===== src/rtl/dqpsk_frame_ctrl_if.sv =====
// rtl/dqpsk_frame_ctrl_if.sv - byte stream in, encoder drive out, for dqpsk_frame_ctrl
interface dqpsk_frame_ctrl_if;
  logic [7:0] din;
  logic       din_valid;
  logic       din_last;
  logic       din_ready;
  logic [1:0] ab;
  logic       ab_en;
  logic       enc_clr;
  logic       busy;
  logic       frame_done;
  logic       underrun;

  modport master (
    output din, din_valid, din_last,
    input  din_ready, ab, ab_en, enc_clr, busy, frame_done, underrun
  );

  modport slave (
    input  din, din_valid, din_last,
    output din_ready, ab, ab_en, enc_clr, busy, frame_done, underrun
  );
endinterface


===== src/rtl/dqpsk_frame_ctrl.sv =====
// rtl/dqpsk_frame_ctrl.sv - DQPSK transmit frame sequencer: encoder clear, preamble, MSB-first dibits, underrun fill
module dqpsk_frame_ctrl #(
  parameter int unsigned SYM_DIV    = 16,
  parameter int unsigned PRE_LEN    = 8,
  parameter logic [1:0]  PRE_DIBIT  = 2'b11,
  parameter logic [1:0]  FILL_DIBIT = 2'b00
) (
  input logic              clk,
  input logic              rst,
  dqpsk_frame_ctrl_if.slave io_bus
);
  localparam logic [15:0] SYM_LAST = 16'(SYM_DIV - 1);
  localparam logic [7:0]  PRE_LAST = 8'(PRE_LEN - 1);

  typedef enum logic [2:0] {IDLE, CLR, PRE, DATA, DONE} state_t;

  state_t      r_state, w_state_nxt;
  logic [15:0] r_sym_cnt;
  logic [7:0]  r_pre_cnt;
  logic [1:0]  r_idx;
  logic [7:0]  r_sh, r_buf;
  logic        r_sh_last, r_buf_last, r_buf_full;
  logic [1:0]  r_ab;
  logic        r_ab_en, r_underrun, r_fin;
  logic        w_run, w_tick, w_ready, w_load;
  logic        w_enc_clr, w_busy, w_frame_done;
  logic [1:0]  w_sel;

  // The timer already runs during CLR so the first strobe lands SYM_DIV clocks after enc_clr.
  assign w_run   = (r_state == CLR) || (r_state == PRE) || (r_state == DATA);
  assign w_tick  = w_run && (r_sym_cnt == SYM_LAST);
  assign w_ready = !r_buf_full && ((r_state == PRE) || (r_state == DATA));
  assign w_load  = io_bus.din_valid && w_ready;

  always_comb begin
    w_sel = r_sh[7:6];
    case (r_idx)
      2'd1:    w_sel = r_sh[5:4];
      2'd2:    w_sel = r_sh[3:2];
      2'd3:    w_sel = r_sh[1:0];
      default: w_sel = r_sh[7:6];
    endcase
  end

  always_ff @(posedge clk or posedge rst) begin
    if (rst) r_state <= IDLE;
    else     r_state <= w_state_nxt;
  end

  always_comb begin
    w_state_nxt  = r_state;
    w_enc_clr    = 1'b0;
    w_busy       = 1'b1;
    w_frame_done = 1'b0;
    case (r_state)
      IDLE: begin
        w_busy = 1'b0;
        if (io_bus.din_valid) w_state_nxt = CLR;
      end
      CLR: begin
        w_enc_clr   = 1'b1;
        w_state_nxt = PRE;
      end
      PRE:  if (w_tick && (r_pre_cnt == PRE_LAST)) w_state_nxt = DATA;
      DATA: if (r_fin) w_state_nxt = DONE;
      DONE: begin
        w_frame_done = 1'b1;
        w_state_nxt  = IDLE;
      end
      default: w_state_nxt = IDLE;
    endcase
  end

  always_ff @(posedge clk or posedge rst) begin
    if (rst)                  r_sym_cnt <= '0;
    else if (!w_run || w_tick) r_sym_cnt <= '0;
    else                      r_sym_cnt <= r_sym_cnt + 16'd1;
  end

  always_ff @(posedge clk or posedge rst) begin
    if (rst) begin
      r_pre_cnt  <= '0;
      r_idx      <= '0;
      r_sh       <= '0;
      r_sh_last  <= 1'b0;
      r_buf      <= '0;
      r_buf_last <= 1'b0;
      r_buf_full <= 1'b0;
      r_ab       <= 2'b00;
      r_ab_en    <= 1'b0;
      r_underrun <= 1'b0;
      r_fin      <= 1'b0;
    end else begin
      r_ab_en    <= 1'b0;
      r_underrun <= 1'b0;
      r_fin      <= 1'b0;
      if (w_load) begin
        r_buf      <= io_bus.din;
        r_buf_last <= io_bus.din_last;
        r_buf_full <= 1'b1;
      end
      if (r_state == CLR) begin
        r_pre_cnt <= '0;
        r_idx     <= '0;
      end
      if (w_tick && (r_state == PRE)) begin
        r_ab      <= PRE_DIBIT;
        r_ab_en   <= 1'b1;
        r_pre_cnt <= r_pre_cnt + 8'd1;
      end
      // A byte boundary with nothing buffered sends a fill and keeps idx at 0 to retry next symbol.
      if (w_tick && (r_state == DATA)) begin
        r_ab_en <= 1'b1;
        if (r_idx == 2'd0) begin
          if (r_buf_full) begin
            r_sh       <= r_buf;
            r_sh_last  <= r_buf_last;
            r_buf_full <= 1'b0;
            r_ab       <= r_buf[7:6];
            r_idx      <= 2'd1;
          end else begin
            r_ab       <= FILL_DIBIT;
            r_underrun <= 1'b1;
          end
        end else begin
          r_ab  <= w_sel;
          r_idx <= r_idx + 2'd1;
          if ((r_idx == 2'd3) && r_sh_last) r_fin <= 1'b1;
        end
      end
    end
  end

  assign io_bus.din_ready  = w_ready;
  assign io_bus.ab         = r_ab;
  assign io_bus.ab_en      = r_ab_en;
  assign io_bus.underrun   = r_underrun;
  assign io_bus.enc_clr    = w_enc_clr;
  assign io_bus.busy       = w_busy;
  assign io_bus.frame_done = w_frame_done;
endmodule


===== src/flat_wrapper.sv =====
// flat-port wrapper written by rule: the top's interface ports become plain ports
module dqpsk_frame_ctrl_flat 
#(
  parameter int unsigned SYM_DIV    = 16,
  parameter int unsigned PRE_LEN    = 8,
  parameter logic [1:0]  PRE_DIBIT  = 2'b11,
  parameter logic [1:0]  FILL_DIBIT = 2'b00
)
  (clk, rst, io_bus_din, io_bus_din_valid, io_bus_din_last, io_bus_din_ready, io_bus_ab, io_bus_ab_en, io_bus_enc_clr, io_bus_busy, io_bus_frame_done, io_bus_underrun);
  dqpsk_frame_ctrl_if io_bus_i ();
  input logic clk;
  input logic rst;
  input wire logic [$bits(io_bus_i.din)-1:0] io_bus_din;
  input wire logic [$bits(io_bus_i.din_valid)-1:0] io_bus_din_valid;
  input wire logic [$bits(io_bus_i.din_last)-1:0] io_bus_din_last;
  output wire logic [$bits(io_bus_i.din_ready)-1:0] io_bus_din_ready;
  output wire logic [$bits(io_bus_i.ab)-1:0] io_bus_ab;
  output wire logic [$bits(io_bus_i.ab_en)-1:0] io_bus_ab_en;
  output wire logic [$bits(io_bus_i.enc_clr)-1:0] io_bus_enc_clr;
  output wire logic [$bits(io_bus_i.busy)-1:0] io_bus_busy;
  output wire logic [$bits(io_bus_i.frame_done)-1:0] io_bus_frame_done;
  output wire logic [$bits(io_bus_i.underrun)-1:0] io_bus_underrun;
  assign io_bus_i.din = io_bus_din;
  assign io_bus_i.din_valid = io_bus_din_valid;
  assign io_bus_i.din_last = io_bus_din_last;
  assign io_bus_din_ready = io_bus_i.din_ready;
  assign io_bus_ab = io_bus_i.ab;
  assign io_bus_ab_en = io_bus_i.ab_en;
  assign io_bus_enc_clr = io_bus_i.enc_clr;
  assign io_bus_busy = io_bus_i.busy;
  assign io_bus_frame_done = io_bus_i.frame_done;
  assign io_bus_underrun = io_bus_i.underrun;
  dqpsk_frame_ctrl #(.SYM_DIV(SYM_DIV), .PRE_LEN(PRE_LEN), .PRE_DIBIT(PRE_DIBIT), .FILL_DIBIT(FILL_DIBIT)) u_core (.clk(clk), .rst(rst), .io_bus(io_bus_i));
endmodule

===== config.mk =====
export PLATFORM = sky130hd
export DESIGN_NAME = dqpsk_frame_ctrl_flat
export DESIGN_NICKNAME = d
export VERILOG_FILES = /design/src/rtl/dqpsk_frame_ctrl_if.sv /design/src/rtl/dqpsk_frame_ctrl.sv /design/src/flat_wrapper.sv
export SDC_FILE = /design/constraint.sdc
export NUM_CORES = 1
export LEC_CHECK = 0
export CAP_MARGIN = 20
export CORE_ASPECT_RATIO = 2
export CORE_MARGIN = 5
export CORE_UTILIZATION = 65
export CTS_BUF_LIST = sky130_fd_sc_hd__clkbuf_4
export DETAILED_ROUTE_END_ITERATION = 12
export DONT_BUFFER_PORTS = 1
export PLACE_DENSITY_LB_ADDON = 0.25
export SLEW_MARGIN = 20
export SYNTH_ARGS = -nofsm -noshare
export SYNTH_HDL_FRONTEND = slang
export SYNTH_SLANG_ARGS = --single-unit

===== constraint.sdc =====
create_clock -name clk -period 2.6 [get_ports clk]
set_input_delay 0.52 -clock clk [delete_from_list [all_inputs] [get_ports clk]]
set_output_delay 0.52 -clock clk [all_outputs]
set_load 0.005 [all_outputs]

# [Yosys cells after proc, flatten, opt, wreduce, memory -nomap -nowiden]
# Cells that the tools add are included.
[classes] n_eq_ne=12 n_reduce_logical=19 n_addsub=3 mux=31
[ops] cell="$add 16x1->16 const B" n=1
[ops] cell="$eq 16x4->1 const B" n=1
[ops] cell="$mux 16" n=1
[ops] cell="$mux 2" n=8
[ops] cell="$mux 8" n=2
[ops] cell="$mux 1" n=15
[ops] cell="$pmux 3 s4" n=1
[ops] cell="$mux 3" n=3
[ops] cell="$add 8x1->8 const B" n=1
[ops] cell="$eq 8x3->1 const B" n=1
[ops] cell="$logic_and 1x1->1" n=7
[ops] cell="$eq 3x2->1 const B" n=2
[ops] cell="$pmux 2 s3" n=1
[ops] cell="$reduce_and 3->1" n=2
[ops] cell="$eq 2x2->1 const B" n=2
[ops] cell="$logic_or 1x1->1" n=4
[ops] cell="$ne 2x2->1 const B" n=2
[ops] cell="$reduce_bool 2->1" n=2
[ops] cell="$eq 3x1->1 const B" n=1
[ops] cell="$eq 3x3->1 const B" n=1
[ops] cell="$logic_not 3->1" n=1
[ops] cell="$add 2x1->2 const B" n=1
[ops] cell="$eq 2x1->1 const B" n=1
[ops] cell="$logic_not 1->1" n=2
[ops] cell="2 further kinds" n=2
[totals] input_bits=12 out_inout_bits=8 wordCells=78 register_bits=53

# [Logic depth before layout (Yosys ltp)]
# Gate-level depths: netlist (run 1).
[depth] depth_word=8 mapped_depth=8 ltp_nobuf=5

# [Least setup slack after synthesis (run 1)]
# No wires, ideal clock.
[synth_path] path_kind="reg2reg" from="register u_core.r_sym_cnt[0]" to="register u_core.r_pre_cnt[5]" required_time_ns=2.513 period_less_slack_ns=1.817 n_path_buf=2 slack_ns=0.783 t_arrival_ns=1.730 setup_time_ns=0.087 stages_incl_launch_ff=8 path_cell_list="dfrtp_1 > ha_1 > and3_1 > clkbuf_1 > nand4_1 > buf_2 > or4_1 > o211ai_1"
[synth_via] elab_chain_cells=4 word_cells_on_any_way=5 classes_between="eq/ne (1); mux (1); reduce/logical (3)"
[synth_lines] item="start, declared" line_no="dqpsk_frame_ctrl.sv:18" text="logic [15:0] r_sym_cnt;"
[synth_lines] item="start signal, assigned" line_no="dqpsk_frame_ctrl.sv:77" text="else r_sym_cnt <= r_sym_cnt + 16'd1;"
[synth_lines] item="$eq 16x4->1 *" line_no="dqpsk_frame_ctrl.sv:31" text="assign w_tick = w_run && (r_sym_cnt == SYM_LAST);"
[synth_lines] item="$logic_and 1x1->1 *" line_no="dqpsk_frame_ctrl.sv:31"
[synth_lines] item="$logic_and 1x1->1 *" line_no="dqpsk_frame_ctrl.sv:106" text="if (w_tick && (r_state == PRE)) begin"
[synth_lines] item="$mux 8 / $reduce_bool 2->1 (equally long branches)"
[synth_lines] item="end signal, assigned" line_no="dqpsk_frame_ctrl.sv:109" text="r_pre_cnt <= r_pre_cnt + 8'd1;"
[synth_lines] item="end, declared" line_no="dqpsk_frame_ctrl.sv:19" text="logic [7:0] r_pre_cnt;"
# Mark *: on every way between the ends. The rest lies on a longest branch, timed or not.
# A chain may end at the register's enable or synchronous reset.

# [Worst setup path in the final report (run 1)]
[layout_path] from="register u_core.r_state[0]" to="output io_bus_enc_clr"
[layout_via] elab_chain_cells=2
[layout_lines] item="start, declared" line_no="dqpsk_frame_ctrl.sv:17" text="state_t r_state, w_state_nxt;"
[layout_lines] item="start signal, assigned" line_no="dqpsk_frame_ctrl.sv:47" text="else r_state <= w_state_nxt;"
[layout_lines] item="$eq 3x1->1" line_no="dqpsk_frame_ctrl.sv:55" text="case (r_state)"
[layout_lines] item="$mux 1" line_no="dqpsk_frame_ctrl.sv:55"
[layout_lines] item="end, declared" line_no="flat_wrapper.sv:19" text="output wire logic [$bits(io_bus_i.enc_clr)-1:0] io_bus_enc_clr;"
# No other way between the ends.

==> impl_results.md, run 1 <==
- IO Port Bufs: 0
- Max Cap Violations: 0
- Row count: 32
- Die Span Y: slightly below 100 um
- Final period util: 87.6%
- Clk Latency, worst-skew pair: 0.37 ns
- Tightest Hold Check Type: in -> async
- Mapped Area: around 2500 sq um
- Worst slew margin: 60.5%
- Unrepaired setup endpoints after global routing: no
- Critical Path RT: approximately 2.1 ns
- Register area share after synthesis: around 50%
- Via count: approximately 1.9k
- Initial DRC Count: 48
- Sequential Power Share: a little under three fifths
- Hold_ws: 0.0763 ns
- Post-CTS Hold Buffers: 0
- Primary FF master, synth: dfrtp_1
- Vias per cell: between 6 and 7
- Fmax: 439 MHz
- TritonRoute pass-1 iters: 4
- Worst setup margin: 0.323 ns
- Crit. End Element: output port
- Largest net degree at the start of global routing: 30
- Pleak: 0.00114 uW
- Max-slew violation count: 0
- Syn avg cell area: 10.7 sq um
- Final #Nets: 257
- Area contributors post-synth: dfrtp_1, mux2_2, nor2_1
- Clk root buf: clkbuf_4
- Largest family of logic cells by synthesized area: simple AND/OR/NAND/NOR gates
- Vias in the first global route: 1,948
- Die footprint: between 5000 and 6000 sq um
- Combinational share of power: about 27%
- CTS tree: yes
- Setup repair bufs after CTS: 0
- Critical path fanouts, max: 16
- Yosys reg bits: 51
- Post-synth EDFFs: 0
- First-pass GRT wire length: 8940 um
- Commonest non-fill, non-tap cells in the layout: dfrtp_1, nor2_1, mux2_2, nand2_1
- Post-DP HPWL: just under 4000 um
- Layout area overhead: 4.38%
- Post-synth net total: about 260
- Fin Setup TNS: 0 ns
- Setup Crit Path Kind: reg -> out
- GPL Wtd Cong: 0.827
- Element type at the critical path start: flop
- VDD IR max: 681 uV
- Total grt overflow: 0
- Simple-Gate Fraction of Synth Area: around a fifth
- Post-DRT Antenna Nets: 0
- Status: completed
- PD cells: 834 nW/um^2
- CTS Sinks: 51
- Period minus WS final: 2.28 ns
- Htree depth: 2
- Core Region: 3840 sq um
- Pre-CTS WS: around 0.48 ns
- Worst slew pin tran: 0.592 ns
- Final Hold Viols: 0
- Netlist cell types: 43
- Synth top area share: 50.2%
- Compound-gate portion of the synthesized area: 10.6%
- Post-Synth XOR/XNOR Area: 3.79%
- Initial Utilization: 66.1%
- DRC viols: 0
- Initial antenna violation count: 0
- # IOs: 20
- Commonest non-fill, non-tap cell in the layout: dfrtp_1
- Antenna cells: 0
- Final wirelength: 5170 um
- Wire per inst: 17.7 um
- Global-route usage over all layers: a little under a quarter
- Int Pwr: approximately 1400 uW
- Share of layout cells above drive strength 1: 16.3%
- Ys Warns: 0
- Cells resized by post-CTS repair: 0
- Post-synth ARST share: 100%
- Total CTS buffers: 5
- Clock Pin Slew Worst Setup and Hold Paths: 0.15 ns
- Setup violators final: 0
- Clock network power share: 16.0%
- Fin util: 69.0%
- Cells after Synth: 237
- NetSw: 789 uW
- Post-synthesis adder-cell area fraction: between 2 and 3%
- Largest area contributor in the netlist: dfrtp_1
- Sw Ratio: between 30% and 40%
- Setup Skew: 0.0158 ns
- Clock tree buffer depth: 2
- Worst Path Arrival: 1.76 ns
- Die Width: 54.2 um
- Post-synthesis mux area share: under 10%
[routing by layer]
metal / up-vias / share of wire, % / GRT usage (%)
li1: 875 / - / -
met1: 921 / 38 / 26.7
met2: 44 / 56 / 37.4
met3: 14 / 3.4 / 4.54
met4: 0 / 3.0 / 10.6
met5: - / 0 / 0
[area by class of cell]
cell class,count,area (sq um)
Fill cell,322,1190
Tap cell,51,63.8
Multi-Input combinational cell,169,1190
Timing Repair Buffer,5,37.5
Sequential cell,51,1280
Clock buffer,5,37.5
Inverter,7,26.3
Clock inverter,3,20.0
[power by group through the flow]
| stage | Sequential [uW] | Combinational (uW) | Clock (uW) |
|---|---|---|---|
| after floorplan | 1180 | 535 | 0 |
| after global placement | 1260 | 577 | 0 |
| after detailed placement | 1270 | 608 | 0 |
| after CTS | 1260 | 612 | 366 |
| after global routing | 1290 | 684 | 390 |
| final | 1260 | 603 | 354 |
[Yosys cell counts (2+ instances only)]
cell	instances
a21oi_1	6
a222oi_1	2
a31oi_1	5
and2_1	5
and3_1	3
and4_1	3
buf_2	2
clkbuf_1	7
dfrtp_1	51
ha_1	6
inv_1	7
mux2_2	19
nand2_1	14
nand2b_1	2
nand3_1	8
nand4_1	10
nor2_1	22
nor3_1	5
nor4_1	3
nor4_4	2
o211ai_1	6
o21ai_0	10
o311ai_0	4
or3_1	5
or4_1	3
xnor2_1	6
xor2_1	5
[registers in the layout, indices dropped and copies added (netlist names), 2 cells and up]
name,count
u_core.r_pre_cnt,8
u_core.r_sh,6
u_core.r_buf,8
u_core.r_sym_cnt,16
u_core.r_idx,2
u_core.io_bus.ab,2
u_core.r_state,3
[worst max-delay path, cell delays in order, from the launching register on]
cell and delay, ns:
dfrtp_1 0.68, inv_1 0.27, nor3_1 0.45
[worst paths after layout]
path	cells after the start	slack (ns)	from	end
min reg2reg	1	0.48	u_core.r_fin	u_core.r_state[1]
min	1	0.08	rst	u_core.r_sym_cnt[14]
max reg2reg	4	0.45	u_core.r_sym_cnt[12]	u_core.r_pre_cnt[5]
max in group asynchronous	2	1.88	rst	u_core.r_buf[6]
min in group clk	1	0.29	io_bus_din_last	u_core.r_buf_last
max	2	0.32	u_core.r_state[0]	io_bus_enc_clr
[through the flow]
| step | instance area, sq um | power [uW] | std cells |
|---|---|---|---|
| after floorplan | 2540 | 1710 | 237 |
| after global placement | 2600 | 1840 | 283 |
| after detailed placement | 2600 | 1880 | 283 |
| after CTS | 2650 | 2230 | 291 |
| after global routing | 2650 | 2360 | 291 |
| final | 2650 | 2210 | 291 |
[cells by family (layout without fill, tap and decap cells)]
group / after synthesis / count (layout)
fa+ha+maj: 6 / 6
compound gates: 40 / 40
simple gates: 93 / 93
mux: 19 / 19
buf+inv: 17 / 20
flops: 51 / 51
xor+xnor: 11 / 11
Note: power is estimated with default switching activity, not from simulation.
==> run 2: changes to the inputs <==
--- a/config.mk
+++ b/config.mk
@@ -8,7 +8,7 @@
 export CAP_MARGIN = 20
 export CORE_ASPECT_RATIO = 2
 export CORE_MARGIN = 5
-export CORE_UTILIZATION = 65
+export CORE_UTILIZATION = 60
 export CTS_BUF_LIST = sky130_fd_sc_hd__clkbuf_4
 export DETAILED_ROUTE_END_ITERATION = 12
 export DONT_BUFFER_PORTS = 1
==> run 2 against run 1 <==
Via count is 1.9% lower. Clock-buffer cell count unchanged. Highest routed layer unchanged. Critical path type unchanged. Die area up 7.1%. Core utilization is 3.6 points lower. Sequential share of layout area down 0.36 points. Cell count increased by 0.34%. Non-clock buffer count unchanged. Setup slack improved by 0.045 ns. Combinational power down 1%.
==> impl_results.md, run 2 (synthesized netlist as in run 1, its figures left out) <==
- Status: completed
- Clk Latency, worst-skew pair: 0.37 ns
- TritonRoute pass-1 iters: 4
- Die Span Y: 102 um
- Element type at the critical path start: flop
- Commonest non-fill, non-tap cells in the layout: dfrtp_1, nor2_1, mux2_2, nand2_1
- Worst slew margin: 58.4%
- Clk root buf: clkbuf_4
- Initial Utilization: between 60% and 70%
- Post-DP HPWL: 3790 um
- Pleak: 0.00116 uW
- Tightest Hold Check Type: in -> async
- Max FFs per register: 16
- Total CTS buffers: 5
- Unrepaired setup endpoints after global routing: no
- Final wirelength: 5050 um
- GPL Wtd Cong: 0.869
- Wire per inst: approximately 17 um
- Placement Cell Area: 2600 sq um
- Hold_ws: about 0.18 ns
- Fin Setup TNS: 0 ns
- Htree depth: 2
- Worst Path Arrival: roughly 1.7 ns
- Die Width: 56.0 um
- Final period util: 85.8%
- Core Region: roughly 4100 sq um
- Layout area overhead: 5.17%
- Post-route cell area: around 2700 sq um
- Top flop regs: u_core.r_sym_cnt (16), u_core.r_buf (8), u_core.r_pre_cnt (8)
- Setup violators final: 0
- Clock Pin Slew Worst Setup and Hold Paths: ~0.15 ns
- Worst slew pin tran: a little over 0.6 ns
- Final #Nets: approximately 260
- Die footprint: 5720 sq um
- Initial antenna violation count: 0
- Tot Pwr: 2290 uW
- Max Cap Violations: 0
- Vias in the first global route: 1,934
- IO Port Bufs: 0
- Post-CTS Hold Buffers: 0
- Commonest non-fill, non-tap cell in the layout: dfrtp_1
- PD cells: 855 nW/um^2
- Post-DRT Antenna Nets: 0
- Critical Path RT: 2.08 ns
- CTS Sinks: 51
- Global-route usage over all layers: between 10% and 20%
- Max-slew violation count: 0
- VDD IR max: roughly 750 uV
- Fmax: 448 MHz
- Row count: 33
- # IOs: 20
- First-pass GRT wire length: a little under 9000 um
- DRC viols: 0
- Cells resized by post-CTS repair: 0
- Share of layout cells above drive strength 1: 16.3%
- CTS tree: yes
- Initial DRC Count: 58
- Antenna cells: 0
- Critical path fanouts, max: 16
- Setup Skew: 0.0116 ns
- Setup repair bufs after CTS: 0
- Cells after DPL: 284
- Biggest register: u_core.r_sym_cnt
- Largest net degree at the start of global routing: 52
- Clock tree buffer depth: 2
- Crit. End Element: output port
- Total grt overflow: 0
- Post-Layout Cell Count: 292
- Period minus WS final: 2.23 ns
- Final Hold Viols: 0
- Vias per cell: 6.23
- Setup Crit Path Kind: reg -> out
- Via count: 1,819
==> run 2: changes by cell type in the layout (fill, tap and decap cells not counted) <==
cell,delta
clkinvlp_4,-1
clkinv_2,+1
bufinv_16,+1
clkinv_4,-1
==> run 2: layout make-up <==
type	instances	area, sq um
fill	315	1410
sequential	51	1280
multi-input combinational	169	1190
tap	52	65.1
clock inverter	3	38.8
clock buffer	5	37.5
timing repair buffer	5	37.5
inverter	7	26.3
==> run 2: per-stage QoR <==
stage / util (%) / setup WS (ns)
floorplan: - / 0.783
global placement: 63.5 / 0.591
detailed placement: 63.5 / 0.554
CTS: 65.4 / 0.333
global route: 65.4 / 0.221
finish: 65.4 / 0.369
==> run 2: final timing paths <==
check | from | endpoint | slack (ns) | cells after the start
min in group clk | io_bus_din[0] | u_core.r_buf[0] | 0.30 | 1
max in group asynchronous | rst | u_core.r_pre_cnt[7] | 2.01 | 2
setup / recovery | u_core.r_state[0] | io_bus_enc_clr | 0.37 | 2
hold reg to reg | u_core.r_fin | u_core.r_state[1] | 0.48 | 1
setup reg to reg | u_core.r_sym_cnt[12] | u_core.r_pre_cnt[5] | 0.51 | 4
hold / removal | rst | u_core.r_pre_cnt[4] | 0.18 | 2
==> run 2: worst max-delay path: stages, from the launching register on <==
cell and delay [ns]:
dfrtp_1 0.65, inv_1 0.26, nor3_1 0.44
==> run 2: metal layers <==
| layer | routed length, um | track usage [%] | vias to the layer above |
|---|---|---|---|
| met3 | 151 | 3.29 | 10 |
| met2 | 2800 | 36.2 | 31 |
| li1 | - | - | 871 |
| met1 | 1970 | 22.1 | 907 |
| met5 | 0 | 0 | - |
| met4 | 120 | 8.41 | 0 |
==> run 2: power by group <==
group	switching (uW)	leakage (uW)	internal (uW)
sequential	233	0.000661	1020
clock	239	0.0000426	198
combinational	296	0.000453	299
total	769	0.00116	1520
==> run 3: changes to the inputs <==
--- a/config.mk
+++ b/config.mk
@@ -6,7 +6,7 @@
 export NUM_CORES = 1
 export LEC_CHECK = 0
 export CAP_MARGIN = 20
-export CORE_ASPECT_RATIO = 2
+export CORE_ASPECT_RATIO = 0.5
 export CORE_MARGIN = 5
 export CORE_UTILIZATION = 60
 export CTS_BUF_LIST = sky130_fd_sc_hd__clkbuf_4
==> constraint.sdc (replaced) <==
create_clock -name clk -period 2.83 [get_ports clk]
set_input_delay 0.566 -clock clk [delete_from_list [all_inputs] [get_ports clk]]
set_output_delay 0.566 -clock clk [all_outputs]
set_load 0.005 [all_outputs]
==> run 3 against run 2 <==
Core utilization is 0.49 points higher. Combinational power shrank 9.9%. Wire length fell by 7.6%. Worst hold slack improved by 0.036 ns. Clock power is 8.2% lower. First-iteration DRC count grew to 4.2 times the previous value. Flip-flop and latch count stayed put. Largest power group unchanged. Clock-buffer cell count unchanged. Cell area down 1.3%. Global-route usage down 1.8 points. Sequential share of layout area grew 0.63 points. Setup slack gained 0.24 ns.
==> impl_results.md, run 3 (synthesized netlist as in run 1, its figures left out) <==
- Status: completed
- Combinational share of power: 25.7%
- Layout area overhead: 3.79%
- Final Hold Viols: 0
- CTS tree: yes
- Int Pwr: about 1400 uW
- Via count: 1,794
- DRC viols: 0
- Fin Setup TNS: 0 ns
- Critical Path RT: 2.26 ns
- Worst slew margin: a little over two fifths
- Period minus WS final: 2.23 ns
- Biggest register: u_core.r_sym_cnt
- Unrepaired setup endpoints after global routing: no
- IO Port Bufs: 0
- Worst slew pin tran: 0.859 ns
- Post-CTS Hold Buffers: 0
- Setup Skew: 0.00748 ns
- Clk Latency, worst-skew pair: 0.36 ns
- Element type at the critical path start: flop
- Cells resized by post-CTS repair: 0
- Hold_ws: 0.218 ns
- Crit. End Element: output port
- # IOs: 20
- Setup Crit Path Kind: reg -> out
- Post-DP HPWL: 3300 um
- Initial Utilization: 63.5%
- Wire per inst: 16.2 um
- Clock tree buffer depth: 2
- Row count: 16
- Largest net degree at the start of global routing: 52
- Tot Pwr: 2080 uW
- Clock network power share: 19.3%
- Final wirelength: ~4700 um
- Fmax: approximately 450 MHz
- Vias per cell: 6.23
- Commonest non-fill, non-tap cells in the layout: dfrtp_1, nor2_1, mux2_2, nand2_1
- Clock Pin Slew Worst Setup and Hold Paths: roughly 0.14 ns
- Max FFs per register: 16
- TritonRoute pass-1 iters: 4
- NetSw: 693 uW
- VDD IR max: 455 uV
- Global-route usage over all layers: 17.9%
- Total CTS buffers: 5
- Htree depth: 2
- Core Region: approximately 4000 sq um
- Setup violators final: 0
- Max Cap Violations: 0
- Die footprint: 5720 sq um
- Sequential Power Share: 55.0%
- Die Width: 102 um
- Commonest non-fill, non-tap cell in the layout: dfrtp_1
- Post-route cell area: 2640 sq um
- Post-Layout Cell Count: 288
- Cells after DPL: 281
- Share of layout cells above drive strength 1: between 10% and 20%
- Total grt overflow: 0
- Die Span Y: 56.0 um
- Placement Cell Area: 2560 sq um
- Top flop regs: u_core.r_sym_cnt (16), u_core.r_buf (8), u_core.r_pre_cnt (8)
- Setup repair bufs after CTS: 0
- R2R setup slack: 0.64 ns
- Initial antenna violation count: 0
- Worst Path Arrival: roughly 1.7 ns
- Post-DRT Antenna Nets: 0
- Initial DRC Count: 241
- GPL Wtd Cong: 0.842
- Sw Ratio: 33.3%
- CTS Sinks: 51
- Tightest Hold Check Type: in -> async
- Max-slew violation count: 0
- First-pass GRT wire length: roughly 8200 um
- PD cells: 789 nW/um^2
- Antenna cells: 0
- Vias in the first global route: 1,760
- Pleak: between 0.001 and 0.0015 uW
- Clk root buf: clkbuf_4
- Final period util: 78.7%
- Final #Nets: 252
- Critical path fanouts, max: 16
## run 3: path summary, 6_finish.rpt
| check | start | endpoint | depth (start not counted) |
|---|---|---|---|
| max | u_core.r_state[0] | io_bus_enc_clr | 2 |
| min | rst | u_core.io_bus.underrun | 1 |
| max reg2reg | u_core.r_sym_cnt[12] | u_core.r_pre_cnt[5] | 4 |
| min reg2reg | u_core.r_fin | u_core.r_state[1] | 1 |
| max in group asynchronous | rst | u_core.r_sym_cnt[5] | 1 |
| min in group clk | io_bus_din[3] | u_core.r_buf[3] | 1 |
## run 3: area by class of cell
type / count / area [sq um]
sequential: 51 / 1280
inverter: 7 / 27.5
fill: 328 / 1370
multi-input combinational: 169 / 1190
tap: 54 / 67.6
clock inverter: 2 / 37.5
clock buffer: 5 / 37.5
## run 3: power by group through the flow
stage	Combinational (uW)	Sequential (uW)	Clock, uW
after detailed placement	536	1170	0
after CTS	540	1150	413
after floorplan	492	1080	0
final	536	1140	402
after global placement	515	1150	0
after global routing	614	1180	449
## run 3: per-stage QoR
stage               util, %  setup WS, ns
finish                 65.9         0.604
global route           65.9         0.375
CTS                    65.9         0.595
detailed placement     64.0         0.676
global placement       64.0         0.771
floorplan                 -          1.01
## run 3: layer usage
metal / share of wire (%) / GRT usage (%) / up-vias
li1: - / - / 865
met1: 46 / 24.4 / 881
met2: 48 / 28.4 / 44
met3: 4.7 / 5.13 / 4
met4: 0.54 / 3.93 / 0
met5: 0 / 0 / -
## run 3: critical path, cell delays in order (launching register included)
cell,delay (ns)
dfrtp_1,0.61
inv_1,0.23
nor3_1,0.46
